## src/rtl/arm_pkg.sv

```systemverilog
// Shared types and constants for the 5-stage ARM core pipeline.
// Holds operand widths, EXE_CMD encodings and the ID/EXE bundle.
package arm_pkg;

   localparam int DATA_W = 32;
   localparam int REG_W  = 4;
   localparam int CMD_W  = 4;

   // ALU commands; several opcodes share an ALU op
   localparam logic [CMD_W-1:0] EXE_MOV = 4'b0001;
   localparam logic [CMD_W-1:0] EXE_MVN = 4'b1001;
   localparam logic [CMD_W-1:0] EXE_ADD = 4'b0010;
   localparam logic [CMD_W-1:0] EXE_ADC = 4'b0011;
   localparam logic [CMD_W-1:0] EXE_SUB = 4'b0100;
   localparam logic [CMD_W-1:0] EXE_SBC = 4'b0101;
   localparam logic [CMD_W-1:0] EXE_AND = 4'b0110;
   localparam logic [CMD_W-1:0] EXE_ORR = 4'b0111;
   localparam logic [CMD_W-1:0] EXE_EOR = 4'b1000;
   localparam logic [CMD_W-1:0] EXE_CMP = 4'b0100;
   localparam logic [CMD_W-1:0] EXE_TST = 4'b0110;
   localparam logic [CMD_W-1:0] EXE_LDR = 4'b0010;
   localparam logic [CMD_W-1:0] EXE_STR = 4'b0010;

   typedef struct packed {
      logic              wb_en;
      logic              mem_r_en;
      logic              mem_w_en;
      logic              b;
      logic              s;
      logic [CMD_W-1:0]  exe_cmd;
      logic [DATA_W-1:0] val_rn;
      logic [DATA_W-1:0] val_rm;
      logic              immediate;
      logic [11:0]       shifter_operand;
      logic [23:0]       signed_imm_24;
      logic [REG_W-1:0]  dest;
      logic [REG_W-1:0]  src1;
      logic [REG_W-1:0]  src2;
      logic [DATA_W-1:0] pc;
      logic              c;
   } id_exe_t;

endpackage

```

## src/rtl/pipe_reg.sv

```systemverilog
// Generic stage register: async active-low reset, enable, sync clear.
// Ports: clk, rst, en (hold when 0), clr (zero on enabled edge), d, q.
module pipe_reg #(
   parameter int W = 8
) (
   input  logic         clk,
   input  logic         rst,
   input  logic         en,
   input  logic         clr,
   input  logic [W-1:0] d,
   output logic [W-1:0] q
);

   always_ff @(posedge clk or negedge rst) begin
      if (!rst)
         q <= '0;
      else if (en)
         q <= clr ? '0 : d;
   end

endmodule

```

## src/rtl/id_exe_reg.sv

```systemverilog
// ID/EXE pipeline register with freeze (hold) over flush (squash).
// Ports: clk, rst, freeze, flush, decoded *_in fields -> registered fields, valid.
module id_exe_reg
   import arm_pkg::*;
#(
   parameter int DATA_W = arm_pkg::DATA_W,
   parameter int REG_W  = arm_pkg::REG_W,
   parameter int CMD_W  = arm_pkg::CMD_W
) (
   input  logic              clk,
   input  logic              rst,
   input  logic              freeze,
   input  logic              flush,
   input  logic              WB_EN_in,
   input  logic              MEM_R_EN_in,
   input  logic              MEM_W_EN_in,
   input  logic              B_in,
   input  logic              S_in,
   input  logic [CMD_W-1:0]  EXE_CMD_in,
   input  logic [DATA_W-1:0] Val_Rn_in,
   input  logic [DATA_W-1:0] Val_Rm_in,
   input  logic              immediate_in,
   input  logic [11:0]       shifter_operand_in,
   input  logic [23:0]       Signed_immediate_24_in,
   input  logic [REG_W-1:0]  Dest_in,
   input  logic [REG_W-1:0]  src1_in,
   input  logic [REG_W-1:0]  src2_in,
   input  logic [DATA_W-1:0] PC_in,
   input  logic              C_in,
   output logic              WB_EN,
   output logic              MEM_R_EN,
   output logic              MEM_W_EN,
   output logic              B,
   output logic              S,
   output logic [CMD_W-1:0]  EXE_CMD,
   output logic [DATA_W-1:0] Val_Rn,
   output logic [DATA_W-1:0] Val_Rm,
   output logic              immediate,
   output logic [11:0]       shifter_operand,
   output logic [23:0]       Signed_immediate_24,
   output logic [REG_W-1:0]  Dest,
   output logic [REG_W-1:0]  src1,
   output logic [REG_W-1:0]  src2,
   output logic [DATA_W-1:0] PC,
   output logic              C,
   output logic              valid
);

   localparam int ENTRY_W = $bits(id_exe_t) + 1;

   id_exe_t            d_bus;
   id_exe_t            q_bus;
   logic [ENTRY_W-1:0] q_raw;

   always_comb begin
      d_bus                 = '0;
      d_bus.wb_en           = WB_EN_in;
      d_bus.mem_r_en        = MEM_R_EN_in;
      d_bus.mem_w_en        = MEM_W_EN_in;
      d_bus.b               = B_in;
      d_bus.s               = S_in;
      d_bus.exe_cmd         = EXE_CMD_in;
      d_bus.val_rn          = Val_Rn_in;
      d_bus.val_rm          = Val_Rm_in;
      d_bus.immediate       = immediate_in;
      d_bus.shifter_operand = shifter_operand_in;
      d_bus.signed_imm_24   = Signed_immediate_24_in;
      d_bus.dest            = Dest_in;
      d_bus.src1            = src1_in;
      d_bus.src2            = src2_in;
      d_bus.pc              = PC_in;
      d_bus.c               = C_in;
   end

   // valid rides along as the top bit: a load writes 1,
   // while clear and reset zero it with the rest of the entry.
   pipe_reg #(
      .W (ENTRY_W)
   ) u_reg (
      .clk (clk),
      .rst (rst),
      .en  (~freeze),
      .clr (flush & ~freeze),
      .d   ({1'b1, d_bus}),
      .q   (q_raw)
   );

   assign {valid, q_bus} = q_raw;

   assign WB_EN               = q_bus.wb_en;
   assign MEM_R_EN            = q_bus.mem_r_en;
   assign MEM_W_EN            = q_bus.mem_w_en;
   assign B                   = q_bus.b;
   assign S                   = q_bus.s;
   assign EXE_CMD             = q_bus.exe_cmd;
   assign Val_Rn              = q_bus.val_rn;
   assign Val_Rm              = q_bus.val_rm;
   assign immediate           = q_bus.immediate;
   assign shifter_operand     = q_bus.shifter_operand;
   assign Signed_immediate_24 = q_bus.signed_imm_24;
   assign Dest                = q_bus.dest;
   assign src1                = q_bus.src1;
   assign src2                = q_bus.src2;
   assign PC                  = q_bus.pc;
   assign C                   = q_bus.c;

endmodule

```

## config.mk

```make
export PLATFORM = sky130hd
export DESIGN_NAME = id_exe_reg
export DESIGN_NICKNAME = d
export VERILOG_FILES = /design/src/rtl/arm_pkg.sv /design/src/rtl/pipe_reg.sv /design/src/rtl/id_exe_reg.sv
export SDC_FILE = /design/constraint.sdc
export NUM_CORES = 1
export LEC_CHECK = 0
export CAP_MARGIN = 20
export CORE_ASPECT_RATIO = 0.75
export CORE_UTILIZATION = 44
export DETAILED_ROUTE_END_ITERATION = 8
export GPL_TIMING_DRIVEN = 0
export PLACE_DENSITY = 0.95
export SLEW_MARGIN = 20
export SYNTH_ARGS = -nofsm -noshare
export SYNTH_HDL_FRONTEND = slang
export SYNTH_SLANG_ARGS = --single-unit
```

## constraint.sdc

```tcl
create_clock -name clk -period 2 [get_ports clk]
set_clock_uncertainty 0.05 [all_clocks]
set_input_delay 0.2 -clock clk [delete_from_list [all_inputs] [get_ports clk]]
set_output_delay 0.2 -clock clk [all_outputs]
set_load 0.02 [all_outputs]
```

==> results.toml <==
[outcome]
status = "completed"

[sta]
setup_tns_ns = 0
grt_setup_unrepaired = "false"
setup_viol = 0
finalCritPeriodShare_pct = 83.3
worst_slew_pin_slew_ns = 0.580
whs_ns = 0.119
timing.slew.headroom_pct = 61.4
fin_crit_ns = 1.67
maxSlewViolCount = 0
hold_violations = 0
max_freq_mhz = 600

[global_route]
grt_use_total_pct = 26.9
grt.overflow.total = 0
grt_use_met3_pct = 7.65
grtUsageMet2_pct = 45.9
grt_antenna_before_repair = 0
grt_pass1_wl_um = 31600
use_met1_pct = 31.4
grt_pass1_vias = 6166
top_usage_layer = "met2"
grt_max_degree = 83

[clock_tree]
clk_pin_slew_ns = 0.07
cts_max_level = 4
post_cts_buffers = 0
cts_buffers = 17
cts_tree = "done"
cts_buffer_depth = 2
cts.sinks = 156
cts_root_buffer = "clkbuf_16"
post_cts_resized = 0
clock_latency_ns = 0.40
cts_hold_buffers = 1

[floorplan]
die_h_um = 108
dieArea_um2 = 15400
core_area_um2 = 14500
dieWidth_um = 143
core.rowCount = 38
start_util_pct = 45.1
ioPinCount = 315

[finish]
largest_register = "u_reg.q"
n_antenna_cell = 0
drive_above_1_share_pct = 6.00
utilization_pct = 73.0
largestRegisters = "u_reg.q (156)"
largest_reg_flops = 156
syn_to_final_growth_pct = 61.6
layout.nets = 1164

[setup_path]
crit_slowest_cell = "clkdlybuf4s50_1"
crit_path_max_incr_delay_ns = 0.66
crit_fanout = 2
crit_chain = "clkdlybuf4s50_1"
cp.arrival_ns = 1.42
criticalPathCategory = "reg2out"
start_kind = "flip-flop"
worst-path-buf-inv = 1
worstSetupEndpointType = "output pin"
r2r_setup_slack_ns = 1.23
critical_path_required_ns = 1.75
crit_family = "buffers and inverters"

[route]
vias_per_cell = 4.97
num_vias = 6042
finalWirelength_um = 20300
drc = 0
drtIter0Drc = 327
dr.pass1.iters = 4
antenna_left = 0
post_drt_wl_per_cell_um = 16.7

[logic_synthesis]
ys_seq_area_share_pct = 59.6
synthesis.nets = 831
ys_ff_latch = 156
synth_area_leader_cell = "dfrtp_1"
synth_top_area_share_pct = 59.6
synth.avg_cell_area_um2 = 9.74
synth_cells = 672
synth_cell_types = 13
syn_area_um2 = 6550
yosys-top-cells-area = "dfrtp_1 60%, nand2b_1 15%, nand2_1 8.8%, o21ai_1 7.0%, o21ai_0 4.7%"
synth_warnings = 0

[placement]
portBuffers = 312
dp_hpwl_um = 15000
place.gp.congestion = 0.817

[pwr]
power_density_nw_per_um2 = 820
leakage_nw = 4.47
ir_drop_mv = 0.497

[run]
maxCapViolCount = 0

[hold_path]
hold_class = "in2reg"
## where the power goes
group	internal, W	leakage [nW]	switching (W)
sequential	0.00340	2.03	0.000143
combinational	0.000891	2.15	0.000835
clock	0.00210	0.287	0.00130
total	0.00639	4.47	0.00228
## placed cells by master, fill, tap and decap left out, types with 3 or more instances in the layout
cell type	n
inv_6	3
buf_2	6
buf_4	10
clkbuf_1	22
nand2_1	154
o21ai_1	92
buf_6	9
bufinv_16	4
clkdlybuf4s50_1	311
nand2b_1	154
o21ai_0	62
dfrtp_1	156
clkinvlp_4	4
clkbuf_2	5
clkbuf_16	17
## layer usage
metal  share of wire (%)  wire [um]  vias up
met2                  50      10100      251
met4                 3.7        758        0
met1                  39       7890     2919
met5                   0          0        -
met3                 7.6       1550       59
li1                    -          -     2813
## stage by stage
step	worst slack, ns	cell area, um2	std cells	power [W]
final	0.334	10600	1216	0.00867
after global routing	0.282	10600	1216	0.00902
after CTS	0.307	10600	1216	0.00874
after detailed placement	0.602	9950	1185	0.00532
after global placement	-5.59	9920	1184	0.00527
after floorplan	1.05	6550	672	0.00428
## synth_stat cells
master / number
clkbuf_2: 5
nand2b_1: 154
dfrtp_1: 156
a22o_1: 1
clkbuf_1: 21
nor2_1: 1
o21ai_0: 62
a21o_1: 1
o21ai_1: 92
nand2_1: 154
buf_2: 6
buf_6: 9
buf_4: 10
## final timing paths
check | endpoint | start | cells past startpoint
worst min-delay path | u_reg.q[3] | freeze | 3
max in group asynchronous | u_reg.q[89] | rst | 3
worst max register to register | u_reg.q[120] | u_reg.q[120] | 2
min in group asynchronous | u_reg.q[19] | rst | 2
worst max-delay path | Val_Rm[30] | u_reg.q[112] | 1
worst min register to register | u_reg.q[127] | u_reg.q[127] | 2
## final cells by class
| class | instances | area (um2) |
|---|---|---|
| Buffer | 51 | 310 |
| Multi-Input combinational cell | 465 | 2330 |
| Tap cell | 200 | 250 |
| Clock buffer | 18 | 429 |
| Sequential cell | 156 | 3900 |
| Clock inverter | 12 | 188 |
| Fill cell | 1019 | 3920 |
| Timing Repair Buffer | 314 | 3170 |
## kinds of logic after synthesis
kind of cell,share of synthesized area [%]
and+or+nand+nor,23.6
AOI/OAI and AO/OA,12.0
buffers and inverters,4.74
DFF,59.6
Power figures use the tool's default switching activity.
